--- config.mk ---
export PLATFORM = sky130hd
export DESIGN_NAME = pipe_ctrl_unit
export DESIGN_NICKNAME = d
export VERILOG_FILES = /design/src/rtl/pipe_ctrl_unit.sv
export SDC_FILE = /design/constraint.sdc
export NUM_CORES = 1
export LEC_CHECK = 0
export CORE_MARGIN = 8
export CORE_UTILIZATION = 35
export CTS_CLUSTER_DIAMETER = 200
export CTS_CLUSTER_SIZE = 14
export DETAILED_ROUTE_END_ITERATION = 12
export DONT_BUFFER_PORTS = 1
export PLACE_DENSITY = 0.6
export SLEW_MARGIN = 10
export SYNTH_ARGS = -nofsm -noshare
export SYNTH_HDL_FRONTEND = slang
export SYNTH_SLANG_ARGS = --single-unit
export TNS_END_PERCENT = 50
--- constraint.sdc ---
create_clock -name clk -period 2.5 [get_ports clk]
set_input_delay 0.75 -clock clk [delete_from_list [all_inputs] [get_ports clk]]
set_output_delay 0.75 -clock clk [all_outputs]
set_load 0.01 [all_outputs]
--- src/rtl/pipe_ctrl_unit.sv ---
// Pipelined control unit: decodes ID opcode into WB/M/EX bundles, carries them
// through ID/EX, EX/MEM, MEM/WB, and handles load-use stalls, branch flush and hold.
module pipe_ctrl_unit #(
  parameter int unsigned ALUOP_W = 6,
  parameter int unsigned REG_AW  = 5
) (
  input  logic               clk,
  input  logic               rst,
  input  logic [5:0]         opcode,
  input  logic [REG_AW-1:0]  id_rs,
  input  logic [REG_AW-1:0]  id_rt,
  input  logic [REG_AW-1:0]  ex_rt,
  input  logic               branch_taken,
  input  logic               hold,
  output logic [ALUOP_W+1:0] ex_ctrl,
  output logic [2:0]         mem_ctrl,
  output logic [1:0]         wb_ctrl,
  output logic               pc_write,
  output logic               ifid_write,
  output logic               ifid_flush,
  output logic               illegal_op
);

  localparam int unsigned EX_W = ALUOP_W + 2;
  localparam int unsigned M_W  = 3;
  localparam int unsigned WB_W = 2;

  localparam logic [5:0] OP_RTYPE = 6'b000000;
  localparam logic [5:0] OP_LW    = 6'b100011;
  localparam logic [5:0] OP_BNE   = 6'b000101;
  localparam logic [5:0] OP_BEQ   = 6'b000100;
  localparam logic [5:0] OP_SW    = 6'b101011;
  localparam logic [5:0] OP_ADDI  = 6'b001000;

  if (ALUOP_W < 3) begin : g_cfg_check
    $error("pipe_ctrl_unit: ALUOP_W must be at least 3");
  end

  logic [EX_W-1:0] dec_ex;
  logic [M_W-1:0]  dec_m;
  logic [WB_W-1:0] dec_wb;
  logic            dec_ill;
  logic            load_use;

  logic [EX_W-1:0] idex_ex_q, idex_ex_d;
  logic [M_W-1:0]  idex_m_q, idex_m_d;
  logic [WB_W-1:0] idex_wb_q, idex_wb_d;
  logic            idex_ill_q, idex_ill_d;
  logic [M_W-1:0]  exmem_m_q, exmem_m_d;
  logic [WB_W-1:0] exmem_wb_q, exmem_wb_d;
  logic [WB_W-1:0] memwb_wb_q, memwb_wb_d;

  // ID-stage decode; ex bundle is {ALUSrc, RegDst, ALUOp}
  always_comb begin
    dec_ex  = '0;
    dec_m   = '0;
    dec_wb  = '0;
    dec_ill = 1'b0;
    case (opcode)
      OP_RTYPE: begin
        dec_wb = 2'b01;
        dec_ex = {1'b0, 1'b1, ALUOP_W'(3'd0)};
      end
      OP_LW: begin
        dec_wb = 2'b11;
        dec_m  = 3'b010;
        dec_ex = {1'b1, 1'b0, ALUOP_W'(3'd1)};
      end
      OP_BNE: begin
        dec_m  = 3'b100;
        dec_ex = {1'b0, 1'b0, ALUOP_W'(3'd2)};
      end
      OP_BEQ: begin
        dec_m  = 3'b100;
        dec_ex = {1'b0, 1'b0, ALUOP_W'(3'd3)};
      end
      OP_SW: begin
        dec_m  = 3'b001;
        dec_ex = {1'b1, 1'b0, ALUOP_W'(3'd4)};
      end
      OP_ADDI: begin
        dec_wb = 2'b01;
        dec_ex = {1'b1, 1'b0, ALUOP_W'(3'd5)};
      end
      default: dec_ill = 1'b1;
    endcase
  end

  // Load in EX whose destination feeds the ID instruction; r0 never hazards
  always_comb begin
    load_use = idex_m_q[1] && (ex_rt != '0) && ((ex_rt == id_rs) || (ex_rt == id_rt));
  end

  // Pipeline control: rst > hold > branch flush > load-use > advance
  always_comb begin
    pc_write   = 1'b1;
    ifid_write = 1'b1;
    ifid_flush = 1'b0;
    idex_ex_d  = dec_ex;
    idex_m_d   = dec_m;
    idex_wb_d  = dec_wb;
    idex_ill_d = dec_ill;
    exmem_m_d  = idex_m_q;
    exmem_wb_d = idex_wb_q;
    memwb_wb_d = exmem_wb_q;
    if (rst) begin
      pc_write   = 1'b0;
      ifid_write = 1'b0;
    end else if (hold) begin
      pc_write   = 1'b0;
      ifid_write = 1'b0;
      idex_ex_d  = idex_ex_q;
      idex_m_d   = idex_m_q;
      idex_wb_d  = idex_wb_q;
      idex_ill_d = idex_ill_q;
      exmem_m_d  = exmem_m_q;
      exmem_wb_d = exmem_wb_q;
      memwb_wb_d = memwb_wb_q;
    end else if (branch_taken) begin
      ifid_flush = 1'b1;
      idex_ex_d  = '0;
      idex_m_d   = '0;
      idex_wb_d  = '0;
      idex_ill_d = 1'b0;
      exmem_m_d  = '0;
      exmem_wb_d = '0;
    end else if (load_use) begin
      pc_write   = 1'b0;
      ifid_write = 1'b0;
      idex_ex_d  = '0;
      idex_m_d   = '0;
      idex_wb_d  = '0;
      idex_ill_d = 1'b0;
    end
  end

  always_ff @(posedge clk) begin
    if (rst) begin
      idex_ex_q  <= '0;
      idex_m_q   <= '0;
      idex_wb_q  <= '0;
      idex_ill_q <= 1'b0;
      exmem_m_q  <= '0;
      exmem_wb_q <= '0;
      memwb_wb_q <= '0;
    end else begin
      idex_ex_q  <= idex_ex_d;
      idex_m_q   <= idex_m_d;
      idex_wb_q  <= idex_wb_d;
      idex_ill_q <= idex_ill_d;
      exmem_m_q  <= exmem_m_d;
      exmem_wb_q <= exmem_wb_d;
      memwb_wb_q <= memwb_wb_d;
    end
  end

  assign ex_ctrl    = idex_ex_q;
  assign illegal_op = idex_ill_q;
  assign mem_ctrl   = exmem_m_q;
  assign wb_ctrl    = memwb_wb_q;

endmodule

==> qor.csv, run 1 <==
stage,metric,value,unit
floorplan,die_area,4490,um2
detailed_routing,wire_per_inst,16.8,um
yosys,ys_seq_area_share,35.2,%
pwr,vdd_drop_max,0.238,mV
critical_path,worstPathBufferInverterCount,0,
detailed_routing,dr_total_vias,759,
yosys,ys_warn_count,0,
detailed_routing,drc,0,
critical_path,critical_path_required,1.75,ns
layout,share_of_cells_above_drive_strength_1,12.7,%
floorplan,initial_core_util,36.8,%
timing,final-hold-violation-count,0,
critical_path,critical_path.startpoint_type,primary input,
placement,placedCellCount,128,
layout,num-nets-final,128,
placement,globalplace.congestion,0.749,
clock_tree,clock_tree.root_cell,clkbuf_4,
critical_path,critical_path.max_stage_delay,0.55,ns
yosys,synth_flop_cell,dfxtp_1,
global_route,globalRoute.totalOverflow,0,
layout,mostFrequentLayoutCells,"16 x dfxtp_1, 10 x xnor2_1, 10 x nor2_1",
detailed_routing,initialDrtViolationCount,30,
yosys,synth-edff-count,0,
detailed_routing,totalWireLength,2220,um
critical_path,cp_top_family,simple AND/OR/NAND/NOR gates,
timing,slew_headroom,57.1,%
timing,fin_skew,0.00169,ns
detailed_routing,vias_per_cell,5.75,
global_route,grt_first_pass_wirelength,3640,um
critical_path,worstPathCellList,or4_4 > o211ai_4 > o21a_2,
pwr,power.total,479,uW
clock_tree,h-tree-depth,1,
timing,final.hold.worst_slack,0.459,ns
global_route,pin_count_of_the_biggest_net_entering_global_routing,17,
yosys,netlist_area,911,um2
layout,num_antenna_cells,0,
clock_tree,clk_pin_slew,0.10,ns
timing,timing.final.setup_violations,0,
timing,final_period_minus_worst_setup_slack,2.44,ns
clock_tree,max_clock_buf_depth,2,
global_route,grt.total_usage,10.5,%
critical_path,criticalPathCategory,in2out,
run,drv_cap,0,
placement,numPortBuffers,0,
layout,fin_cells,132,
critical_path,critical_path.max_fanout,3,
timing,tns,0,ns
clock_tree,clock_latency,0.28,ns
layout,area_growth,5.22,%
run_status,run_status,"finished, final reports clean",
detailed_routing,drt.antenna.violating_nets,0,
hold_path,min_path_type,reg2reg,
clock_tree,numCtsBuffers,3,
global_route,initial_antenna_violation_count,0,
yosys,yosys_register_bits,16,
yosys,synth.lib_cells_used.distinct,37,
timing,slew_violations,0,
yosys,synth_async_sr_flop_share,0,%
timing,maxClockFrequency,411,MHz
detailed_routing,drt_first_pass_iters,4,
timing,worst-slew-pin-transition,0.642,ns
clock_tree,cts_setup_buffers,0,
pwr,power.density_cell_area,499,nW/um2
clock_tree,cts_num_sinks,16,
layout,fill_cell_count,265,
floorplan,die_width,67.0,um
floorplan,fp-row-count,18,
critical_path,endpoint_kind,output port,
critical_path,critical_path_arrival,1.69,ns
clock_tree,tritoncts,yes,
timing,grt_setup_unrepaired,false,
critical_path,slowest_stage,or4_4,
pwr,static-leakage-power,0.000315,uW
floorplan,floorplan.core_area,2480,um2
global_route,via_count_of_the_first_global_routing_pass,751,
layout,final_common_cell,dfxtp_1,
timing,layout_worst_path_cycle_share,97.4,%
floorplan,boundaryPins,42,
floorplan,fp.dieH,67.0,um
placement,hpwlAfterDp,1730,um
yosys,synthesized_instance_count,104,
yosys,syn-mean-instance-area,8.76,um2
## per-layer routing
layer  vias to the layer above  GRT usage [%]  wire length, um
li1                        366              -                -
met1                       348           11.7              856
met2                        43           16.1              986
met3                         2           6.21              364
met4                         0           3.92               13
met5                         -              0                0
## synthesized netlist by cell type, drive strengths merged (3+ instances only)
library cell	n	area [um2]
a21oi	6	30.0
a32o	3	30.0
buf	7	46.3
clkbuf	3	11.3
dfxtp	16	320
nand2	9	33.8
nand3	3	15.0
nor2	10	37.5
nor3	4	25.0
nor3b	4	30.0
o21ai	5	28.8
xnor2	10	87.6
## worst reg2reg max path, cell delays in order (launching register included)
cell	delay [ns]
dfxtp_1	0.44
o211ai_4	0.10
buf_4	0.17
a32o_1	0.21
## cells by family (layout without fill, tap and decap cells)
group,after synthesis,after routing,synth area share (%)
flip-flops,16,16,35.2
other,1,3,0.412
AND/OR/NAND/NOR,41,41,24.9
buffers and inverters,10,6,6.32
AO/OA/AOI/OAI,24,24,21.4
XOR/XNOR,10,10,9.61
multiplexers,2,2,2.20
## flip-flops by register name, summed over array words and instances, names as in the netlist
register,cells
exmem_wb_q,2
wb_ctrl,2
idex_wb_q,2
ex_ctrl,5
illegal_op,1
mem_ctrl,2
idex_m_q,2
## per-stage QoR
step / cell area (um2) / util (%) / worst slack (ns)
floorplan: 918 / - / -0.0903
global placement: 913 / 36.9 / 0.0244
finish: 958 / 38.7 / 0.0643
CTS: 950 / 38.3 / 0.0149
detailed placement: 913 / 36.9 / 0.0241
global route: 958 / 38.7 / 0.00104
## where the power goes
part	total [uW]	switching, uW	internal [uW]
sequential	258	1.95	256
combinational	50.4	25.3	25.0
clock	170	81.2	88.5
total	479	108	370
## worst paths after layout
path,start,endpoint,slack [ns],depth (start not counted)
worst min-delay path,idex_m_q[0],idex_m_q[0],0.46,2
worst max register to register,idex_wb_q[1],idex_wb_q[0],1.47,3
worst max-delay path,ex_rt[0],pc_write,0.06,3
worst min register to register,idex_m_q[0],idex_m_q[0],0.46,2
## area by class of cell
class,count,area [um2],area share [%]
Tap cell,30,37.5,3.92
Sequential cell,16,320,33.4
Clock buffer,4,36.3,3.79
Multi-Input combinational cell,80,549,57.3
Timing Repair Buffer,2,15.0,1.57
## timing repair
item / in CTS / in global routing
hold buffers: 0 / 0
endpoints found under the setup margin: 0 / 2
resized for setup: 0 / 2
Power figures use the tool's default switching activity.
==> run 2, diff against run 1 <==
--- a/config.mk
+++ b/config.mk
@@ -7,10 +7,12 @@
 export LEC_CHECK = 0
 export CORE_MARGIN = 8
 export CORE_UTILIZATION = 35
+export CTS_BUF_LIST = sky130_fd_sc_hd__clkbuf_16
 export CTS_CLUSTER_DIAMETER = 200
 export CTS_CLUSTER_SIZE = 14
 export DETAILED_ROUTE_END_ITERATION = 12
 export DONT_BUFFER_PORTS = 1
+export GPL_TIMING_DRIVEN = 0
 export PLACE_DENSITY = 0.6
 export SLEW_MARGIN = 10
 export SYNTH_ARGS = -nofsm -noshare
==> constraint.sdc (replaced) <==
create_clock -name clk -period 2.5 [get_ports clk]
set_input_delay 0.75 -clock clk [delete_from_list [all_inputs] [get_ports clk]]
set_output_delay 0.75 -clock clk [all_outputs]
set_load 0.1 [all_outputs]
==> run 2 against run 1 <==
Against the previous run: the run now ends with setup timing left; sequential share of layout area fell by 3.5 points; sequential power rose by 4%; clock skew rose by 0.0017 ns; cell count grew 7.6%; largest cell class unchanged; highest routed layer unchanged.
==> qor.csv, run 2 (synthesis results as in run 1) <==
stage,metric,value,unit,change
layout,num-nets-final,138,,+7.8%
clock_tree,numCtsBuffers,3,,unchanged
layout,fin_cells,142,,+7.6%
timing,fin_skew,0.00337,ns,+0.00169 ns
layout,largest_register_ffs,5,,unchanged
pwr,static-leakage-power,0.000374,uW,+19%
clock_tree,cts_hold_repair.buffers,0,,unchanged
detailed_routing,totalWireLength,2210,um,-0.41%
run_status,run_status,"complete, but fails checks",,
floorplan,floorplan.core_area,2480,um2,unchanged
floorplan,fp-row-count,18,,unchanged
critical_path,critical_path.max_stage_delay,0.54,ns,about the same
clock_tree,clock_latency,0.25,ns,-0.03 ns
critical_path,cp_top_family,simple AND/OR/NAND/NOR gates,,
critical_path,timing.reg2reg.worst_path_depth,2,,-1
clock_tree,clk_pin_slew,0.05,ns,-0.05 ns
detailed_routing,drt_first_pass_iters,5,,+1
hold_path,min_path_type,reg2reg,,
timing,worst-slew-pin-transition,0.981,ns,+0.339 ns
pwr,power.switching_fraction,25.8,%,+3.2 points
layout,area_growth,17.7,%,
placement,globalplace.congestion,0.767,,+2.4%
placement,numPortBuffers,0,,unchanged
clock_tree,tritoncts,yes,,
detailed_routing,wire_per_inst,15.6,um,-7.4%
pwr,total_switching_power,175,uW,+61%
critical_path,critical_path.max_fanout,3,,unchanged
hold_path,holdPathStages,2,,unchanged
pwr,seqPwrFrac,39.7,%,-14 points
clock_tree,max_clock_buf_depth,2,,unchanged
clock_tree,h-tree-depth,1,,unchanged
hold_path,hold_path_startpoint,idex_m_q[0],,
pwr,p_clk_share,45.5,%,+10 points
pwr,power.density_cell_area,632,nW/um2,+27%
critical_path,criticalPathCategory,in2out,,
global_route,initial_antenna_violation_count,0,,unchanged
placement,placedCellCount,136,,+6.3%
timing,slew_headroom,34.5,%,-23 points
global_route,grt_first_pass_wirelength,3620,um,-0.58%
critical_path,r2r-start,illegal_op,,
placement,hpwlAfterDp,1780,um,+2.6%
critical_path,endpoint_kind,output port,,
layout,mostFrequentLayoutCells,"16 x dfxtp_1, 10 x xnor2_1, 10 x nor2_1",,
pwr,comb_power_share,14.8,%,+4.3 points
critical_path,setup.reg_to_reg.worst_slack,1.19,ns,-0.28 ns
run,drv_cap,0,,unchanged
detailed_routing,dr_total_vias,787,,+3.7%
timing,final_period_minus_worst_setup_slack,2.82,ns,+0.381 ns
critical_path,critical_path.startpoint_type,primary input,,
run_status,violations,setup timing,,
floorplan,boundaryPins,42,,unchanged
hold_path,min_to,idex_m_q[0],,
pwr,power.internal,502,uW,+36%
timing,timing.final.setup_violations,2,,+2
timing,layout_worst_path_cycle_share,113,%,+15 points
floorplan,die_area,4490,um2,unchanged
timing,tns,-0.408,ns,-0.408 ns
critical_path,slowest_stage,or4_4,,
global_route,via_count_of_the_first_global_routing_pass,845,,+13%
timing,slew_violations,0,,unchanged
clock_tree,clock_tree.root_cell,clkbuf_16,,
detailed_routing,initialDrtViolationCount,9,,-70%
detailed_routing,drc,0,,unchanged
clock_tree,cts_num_sinks,16,,unchanged
placement,dpl_worst_slack,-0.442,ns,-0.466 ns
layout,num_antenna_cells,0,,unchanged
floorplan,die_width,67.0,um,unchanged
timing,final_worst_slack,-0.317,ns,-0.381 ns
global_route,globalRoute.totalOverflow,0,,unchanged
detailed_routing,drt.antenna.violating_nets,0,,unchanged
timing,grt_setup_unrepaired,true,,
critical_path,critical_path_required,1.75,ns,about the same
detailed_routing,vias_per_cell,5.54,,-3.6%
floorplan,initial_core_util,36.8,%,unchanged
timing,final.hold.worst_slack,0.455,ns,-0.00474 ns
layout,post_layout_util,43.3,%,+4.6 points
global_route,pin_count_of_the_biggest_net_entering_global_routing,11,,-6
global_route,grt.total_usage,10.5,%,-0.030 points
layout,final_common_cell,dfxtp_1,,
critical_path,worstPathBufferInverterCount,1,,+1
floorplan,fp.dieH,67.0,um,unchanged
pwr,vdd_drop_max,0.407,mV,+72%
critical_path,reg2reg_to,illegal_op,,
layout,share_of_cells_above_drive_strength_1,17.0,%,+4.2 points
timing,maxClockFrequency,355,MHz,-14%
critical_path,critical_path_arrival,2.07,ns,+0.38 ns
critical_path,worstPathCellList,or4_4 > o211ai_4 > o21a_4 > buf_12,,
timing,final-hold-violation-count,0,,unchanged
run 2: power by group through the flow:
stage	Combinational, uW	Sequential (uW)	Clock, uW
finish	100	269	308
global route	107	269	329
CTS	100	269	317
detailed placement	98.9	274	0
global placement	97.4	274	0
floorplan	90.9	274	0
run 2: area by class of cell:
| type | count | area [um2] |
|---|---|---|
| plain buffers | 10 | 70.1 |
| clock buffers | 3 | 75.1 |
| clock inverters | 1 | 3.75 |
| fillers | 265 | 1410 |
| multi-input cells | 80 | 551 |
| flip-flops and latches | 16 | 320 |
| well taps | 30 | 37.5 |
| repair buffers | 2 | 15.0 |
run 2: worst max-delay path by stage:
stage,from,to,cells past startpoint
floorplan,ex_rt[0],pc_write,4
global placement,ex_rt[0],pc_write,4
detailed placement,ex_rt[0],pc_write,4
CTS,ex_rt[3],pc_write,4
global route,ex_rt[3],pc_write,4
finish,ex_rt[3],pc_write,4
run 2: tightest hold or removal path, stage by stage (launching register included):
cell and delay, ns:
dfxtp_1 0.32, nand2_1 0.06, o21ai_2 0.04
run 2: timing repair:
action                                  in CTS  in global routing
endpoints found under the setup margin       3                  3
buffers inserted                             2                  0
pin swaps                                    2                  1
gates resized for setup                      1                  1
run 2: routing by layer:
layer	wire length, um	part of all wire, %	GRT usage (%)
met1	827	37	9.92
met2	959	43	17.3
met3	374	17	6.04
met4	51	2.3	6.27
met5	0	0	0
run 2: stage by stage:
| step | power, uW | instance area [um2] |
|---|---|---|
| 2_1_floorplan | 365 | 938 |
| 3_3_place_gp | 372 | 976 |
| 3_5_place_dp | 373 | 976 |
| 4_1_cts | 686 | 1070 |
| 5_1_grt | 705 | 1070 |
| 6_report | 677 | 1070 |
==> run 3, diff against run 2 <==
--- a/config.mk
+++ b/config.mk
@@ -5,7 +5,6 @@
 export SDC_FILE = /design/constraint.sdc
 export NUM_CORES = 1
 export LEC_CHECK = 0
-export CORE_MARGIN = 8
 export CORE_UTILIZATION = 35
 export CTS_BUF_LIST = sky130_fd_sc_hd__clkbuf_16
 export CTS_CLUSTER_DIAMETER = 200
==> run 3 against run 2 <==
Against the previous run: the run still ends with setup timing left; first-iteration DRC count is 44% lower; global-route usage is 4.6 points higher; design area stayed put; worst hold slack worse by 0.0097 ns; sequential power hardly changed; wire length is 13% lower; power is 0.28% higher; maximum frequency is 0.32% lower; cell count stayed put; critical path depth stayed put; critical endpoint unchanged; largest power group unchanged.
==> qor.csv, run 3 (synthesis results as in run 1) <==
stage,metric,value,unit,change
detailed_routing,vias_per_cell,5.35,,-3.6%
clock_tree,tritoncts,yes,,
critical_path,r2r-start,illegal_op,,
pwr,vdd_drop_max,0.318,mV,-22%
critical_path,critical_path.max_stage_delay,0.54,ns,about the same
layout,final_common_cell,dfxtp_1,,
timing,fin_skew,0.000860,ns,-0.00251 ns
layout,post_layout_util,43.3,%,unchanged
timing,final_period_minus_worst_setup_slack,2.83,ns,+0.00905 ns
layout,num-nets-final,138,,unchanged
hold_path,min_to,idex_m_q[0],,
layout,fill_cell_count,270,,+1.9%
detailed_routing,initialDrtViolationCount,5,,-4
detailed_routing,wire_per_inst,13.5,um,-13%
clock_tree,max_clock_buf_depth,2,,unchanged
timing,slew_violations,0,,unchanged
critical_path,cp_top_family,compound AO/OA/AOI/OAI gates,,
clock_tree,cts_hold_repair.buffers,0,,unchanged
timing,tns,-0.427,ns,-0.0193 ns
hold_path,hold_path_startpoint,idex_m_q[0],,
global_route,grt_first_pass_wirelength,2980,um,-18%
timing,maxClockFrequency,354,MHz,-0.32%
pwr,static-leakage-power,0.000374,uW,unchanged
critical_path,critical_path_arrival,2.08,ns,about the same
timing,grt_setup_unrepaired,true,,
pwr,comb_power_share,14.7,%,about the same
detailed_routing,top_layer,met4,,
run_status,run_status,"complete, but fails checks",,
detailed_routing,met3_wirelength,192,um,-49%
detailed_routing,dr_wl_met2,864,um,-9.9%
floorplan,boundaryPins,42,,unchanged
clock_tree,cts_num_sinks,16,,unchanged
floorplan,die_width,53.0,um,-21%
detailed_routing,route.layer.met1.wl,817,um,-1.2%
floorplan,die_area,2810,um2,-37%
floorplan,initial_core_util,36.8,%,unchanged
hold_path,min_path_type,reg2reg,,
timing,slew_headroom,35.1,%,+0.62 points
critical_path,endpoint_kind,output port,,
global_route,pin_count_of_the_biggest_net_entering_global_routing,11,,unchanged
clock_tree,h-tree-depth,1,,unchanged
layout,mostFrequentLayoutCells,"16 x dfxtp_1, 10 x xnor2_1, 10 x nor2_1",,
layout,share_of_cells_above_drive_strength_1,17.0,%,unchanged
pwr,power.density_cell_area,633,nW/um2,+0.28%
critical_path,criticalPathCategory,in2out,,
critical_path,critical_path_required,1.75,ns,about the same
timing,final_worst_slack,-0.326,ns,-0.00905 ns
placement,numPortBuffers,0,,unchanged
critical_path,worst_setup_path_startpoint,ex_rt[0],,
timing,layout_worst_path_cycle_share,113,%,+0.36 points
timing,final-hold-violation-count,0,,unchanged
timing,worst-slew-pin-transition,0.972,ns,-0.00926 ns
critical_path,worstPathBufferInverterCount,1,,unchanged
global_route,grt.total_usage,15.1,%,+4.6 points
detailed_routing,drc,0,,unchanged
floorplan,floorplan.core_area,2480,um2,unchanged
critical_path,slowest_stage,or4_4,,
clock_tree,clock_tree.root_cell,clkbuf_16,,
clock_tree,numCtsBuffers,3,,unchanged
layout,largest_register_ffs,5,,unchanged
placement,globalplace.congestion,0.706,,-8.1%
timing,final.hold.worst_slack,0.445,ns,-0.00968 ns
floorplan,fp.dieH,53.0,um,-21%
pwr,p_clk_share,45.7,%,+0.2 points
detailed_routing,dr_total_vias,759,,-3.6%
critical_path,timing.reg2reg.worst_path_depth,2,,unchanged
placement,dpl_worst_slack,-0.459,ns,-0.0171 ns
hold_path,holdPathStages,2,,unchanged
layout,area_growth,17.7,%,unchanged
critical_path,worstPathCellList,or4_4 > o211ai_4 > o21a_4 > buf_12,,
detailed_routing,drt.antenna.violating_nets,0,,unchanged
floorplan,fp-row-count,18,,unchanged
critical_path,critical_path.startpoint_type,primary input,,
run,drv_cap,0,,unchanged
pwr,power.internal,502,uW,about the same
critical_path,setup.reg_to_reg.worst_slack,1.19,ns,about the same
pwr,seqPwrFrac,39.6,%,about the same
detailed_routing,drt_first_pass_iters,4,,-1
clock_tree,clock_latency,0.25,ns,about the same
detailed_routing,totalWireLength,1920,um,-13%
pwr,power.switching_fraction,26.0,%,+0.18 points
critical_path,reg2reg_to,illegal_op,,
global_route,globalRoute.totalOverflow,0,,unchanged
layout,num_antenna_cells,0,,unchanged
critical_path,timing.critical_path.depth,4,,unchanged
timing,timing.final.setup_violations,2,,unchanged
clock_tree,clk_pin_slew,0.05,ns,about the same
global_route,initial_antenna_violation_count,0,,unchanged
run_status,violations,setup timing,,
critical_path,critical_path.max_fanout,3,,unchanged
global_route,via_count_of_the_first_global_routing_pass,726,,-14%
placement,hpwlAfterDp,1430,um,-20%
pwr,total_switching_power,177,uW,+0.99%
run 3: cell counts in the layout (fill, tap and decap cells not counted):
No cell type changed its count.
run 3: worst reg2reg max path: cells and delay by family, from the launching register on:
family           cells  cell delay, ns
AND/OR/NAND/NOR      1            0.11
flip-flops           1            0.96
AO/OA/AOI/OAI        1            0.17
run 3: worst max path at each step:
stage	end	slack, ns
3_5_place_dp	pc_write	-0.46
6_report	pc_write	-0.33
2_1_floorplan	pc_write	-0.36
3_3_place_gp	pc_write	-0.46
5_1_grt	pc_write	-0.36
4_1_cts	pc_write	-0.36
run 3: power by group through the flow:
stage               combinational, uW  sequential [uW]  clock [uW]
finish                           99.6              269         311
detailed placement               98.3              274           0
global placement                 97.1              274           0
CTS                              98.9              269         319
floorplan                        90.9              274           0
global route                      108              269         326
run 3: layer usage:
metal,up-vias,global-route usage (%)
met5,-,0
met1,337,16.4
met2,34,25.7
li1,383,-
met3,5,4.31
met4,0,9.21
run 3: repair_timing:
item | CTS | global route
pin swaps | 2 | 2
setup endpoints to repair | 3 | 3
buffers inserted | 1 | 1
gates resized for setup | 1 | 1
run 3: area by class of cell:
cell class              instances  area [um2]  area share (%)
well taps                      30        37.5            3.50
clock buffers                   3        75.1            7.00
flip-flops and latches         16         320            29.9
multi-input cells              80         551            51.3
plain buffers                  10        70.1            6.53
clock inverters                 1        3.75           0.350
repair buffers                  2        15.0            1.40
run 3: stage by stage:
step	std cells	power (uW)	area, um2
6_report	142	679	1070
3_5_place_dp	136	372	976
2_1_floorplan	106	365	938
4_1_cts	141	687	1060
5_1_grt	142	703	1070
3_3_place_gp	136	371	976
==> patch, RTL diff (flow settings as in run 2) <==
Set the parameter `REG_AW` to 6 (it was 5).
--- a/src/rtl/pipe_ctrl_unit.sv
+++ b/src/rtl/pipe_ctrl_unit.sv
@@ -3,5 +3,5 @@
 module pipe_ctrl_unit #(
   parameter int unsigned ALUOP_W = 6,
-  parameter int unsigned REG_AW  = 5
+  parameter int unsigned REG_AW  = 6
 ) (
   input  logic               clk,
Interface: changed (resized ex_rt, id_rs and id_rt); port bits go from 42 to 45. No check against the original RTL was run, so the function may have changed too.
==> patch against run 2 <==
The run still ends with negative setup slack left; largest cell class unchanged; power decreased by 1.2%; maximum frequency decreased by 21%; sequential cell count unchanged; combinational power decreased by 8%; first-iteration DRC count grew 120%; final cell count grew 2.8%; sequential power barely moved; hold slack worse by 0.0091 ns; routed wire length down 2.2%; critical endpoint unchanged; setup slack worse by 0.74 ns; area after synthesis rose by 2.5%; die area grew 1.9%; cell area up 3.3%.
==> patch: results (changes against run 2) <==
share of flip-flops with an asynchronous set or reset: 0 (unchanged)
R2R setup slack: 1.15 ns (was 1.19 ns)
largest net degree at the start of global routing: 11 (unchanged)
dpl cells: 142 (was 136)
Setup TNS: -1.83 ns (was -0.408 ns)
worst vdd ir: 0.000433 V (was 0.000407 V)
clock slew at reported path FFs: 0.05 ns (about the same)
Reg2Reg Launch Point: wb_ctrl[1] (was illegal_op)
Post-CTS Setup Inserts: 0 (was 2)
vias per inst: 5.32 (was 5.54)
CP arrival: 2.80 ns (was 2.07 ns)
Final WS setup: -1.05 ns (was -0.317 ns)
vias in the first global route: 804 (was 845)
Final GP Congestion: 0.806 (was 0.767)
Worst Setup SP: ex_rt[0] (was ex_rt[3])
quantity of I/O buffers inserted on ports: 0 (unchanged)
first-pass GRT wire length: 3520 um (was 3620 um)
drt pass-1 iters: 4 (was 5)
Synthesis Warnings: 0 (unchanged)
Total GRT Usage: 0.0990 (was 0.105)
DR WL met3: 308 um (was 374 um)
grt met2 use: 0.173 (about the same)
violated checks: negative setup slack (unchanged)
Wirelength per Cell: 14.8 um (was 15.6 um)
Leakage: 0.407 nW (was 0.374 nW)
GR Util met1: 0.0906 (was 0.0992)
Final Skew: 0.00214 ns (was 0.00337 ns)
complex-gate fraction of the synthesized area: 0.200 (was 0.214)
# nets final: 145 (was 138)
status: complete, but fails checks (unchanged)
post-DP HPWL: 1810 um (was 1780 um)
endpoints failing setup: 2 (unchanged)
Unique masters post-synth: 29 (was 37)
Met1 Wirelength: 769 um (was 827 um)
sequential-to-total area share from yosys stat: 0.343 (was 0.352)
Avg Synthesized Cell Area: 8.49 sq um (was 8.76 sq um)
post-synthesis mux area share: 0.0214 (was 0.0220)
Slew @ Worst Pin: 1.18 ns (was 0.981 ns)
n_diodes: 0 (unchanged)
DRT Wirelength: 2160 um (was 2210 um)
Met2 Routed Length: 1050 um (was 959 um)
Synth top cells by count: 16 x dfxtp_1, 16 x nand2_1, 10 x o21ai_2, 8 x nor2_1, 8 x xor2_1 (was 16 x dfxtp_1, 10 x nor2_1, 10 x xnor2_1, 9 x nand2_1, 6 x a21oi_1)
[patch: power breakdown]
group / total [mW] / switching (mW) / leakage, nW / internal [mW]
Combinational: 0.0919 / 0.0625 / 0.240 / 0.0293
Clock: 0.309 / 0.0966 / 0.0385 / 0.212
Sequential: 0.269 / 0.0115 / 0.129 / 0.257
[patch: cell families after synthesis]
logic type | Yosys count
multiplexers | 2
flip-flops | 16
other | 1
AND/OR/NAND/NOR | 44
buffers and inverters | 12
XOR/XNOR | 12
AO/OA/AOI/OAI | 23
[patch: layout make-up]
| type | count | area, sq um |
|---|---|---|
| Buffer | 9 | 86.3 |
| Sequential cell | 16 | 320 |
| Inverter | 3 | 11.3 |
| Tap cell | 30 | 37.5 |
| Clock buffer | 3 | 75.1 |
| Multi-Input combinational cell | 84 | 573 |
| Fill cell | 253 | 1390 |
| Clock inverter | 1 | 3.75 |
[patch: worst min-delay path by stage]
| stage | slack (ns) | from | endpoint |
|---|---|---|---|
| 3_3_place_gp | 0.44 | idex_m_q[2] | idex_m_q[2] |
| 5_1_grt | 0.47 | idex_wb_q[0] | idex_wb_q[0] |
| 4_1_cts | 0.45 | idex_wb_q[0] | idex_wb_q[0] |
| 6_report | 0.45 | idex_wb_q[0] | idex_wb_q[0] |
| 2_1_floorplan | 0.42 | idex_m_q[0] | idex_m_q[0] |
| 3_5_place_dp | 0.44 | idex_wb_q[0] | idex_wb_q[0] |
[patch: worst max-delay path, cell delays in order]
cell	delay (ns)
or4_4	0.53
o31ai_4	0.18
a21oi_2	0.08
a211oi_4	0.98
buf_12	0.27
[patch: metrics by stage]
step                area, sq um  setup WS, ns
floorplan                   971         -1.01
CTS                        1110         -1.07
global route               1110         -1.11
global placement           1010         -1.07
detailed placement         1010         -1.07
finish                     1110         -1.05
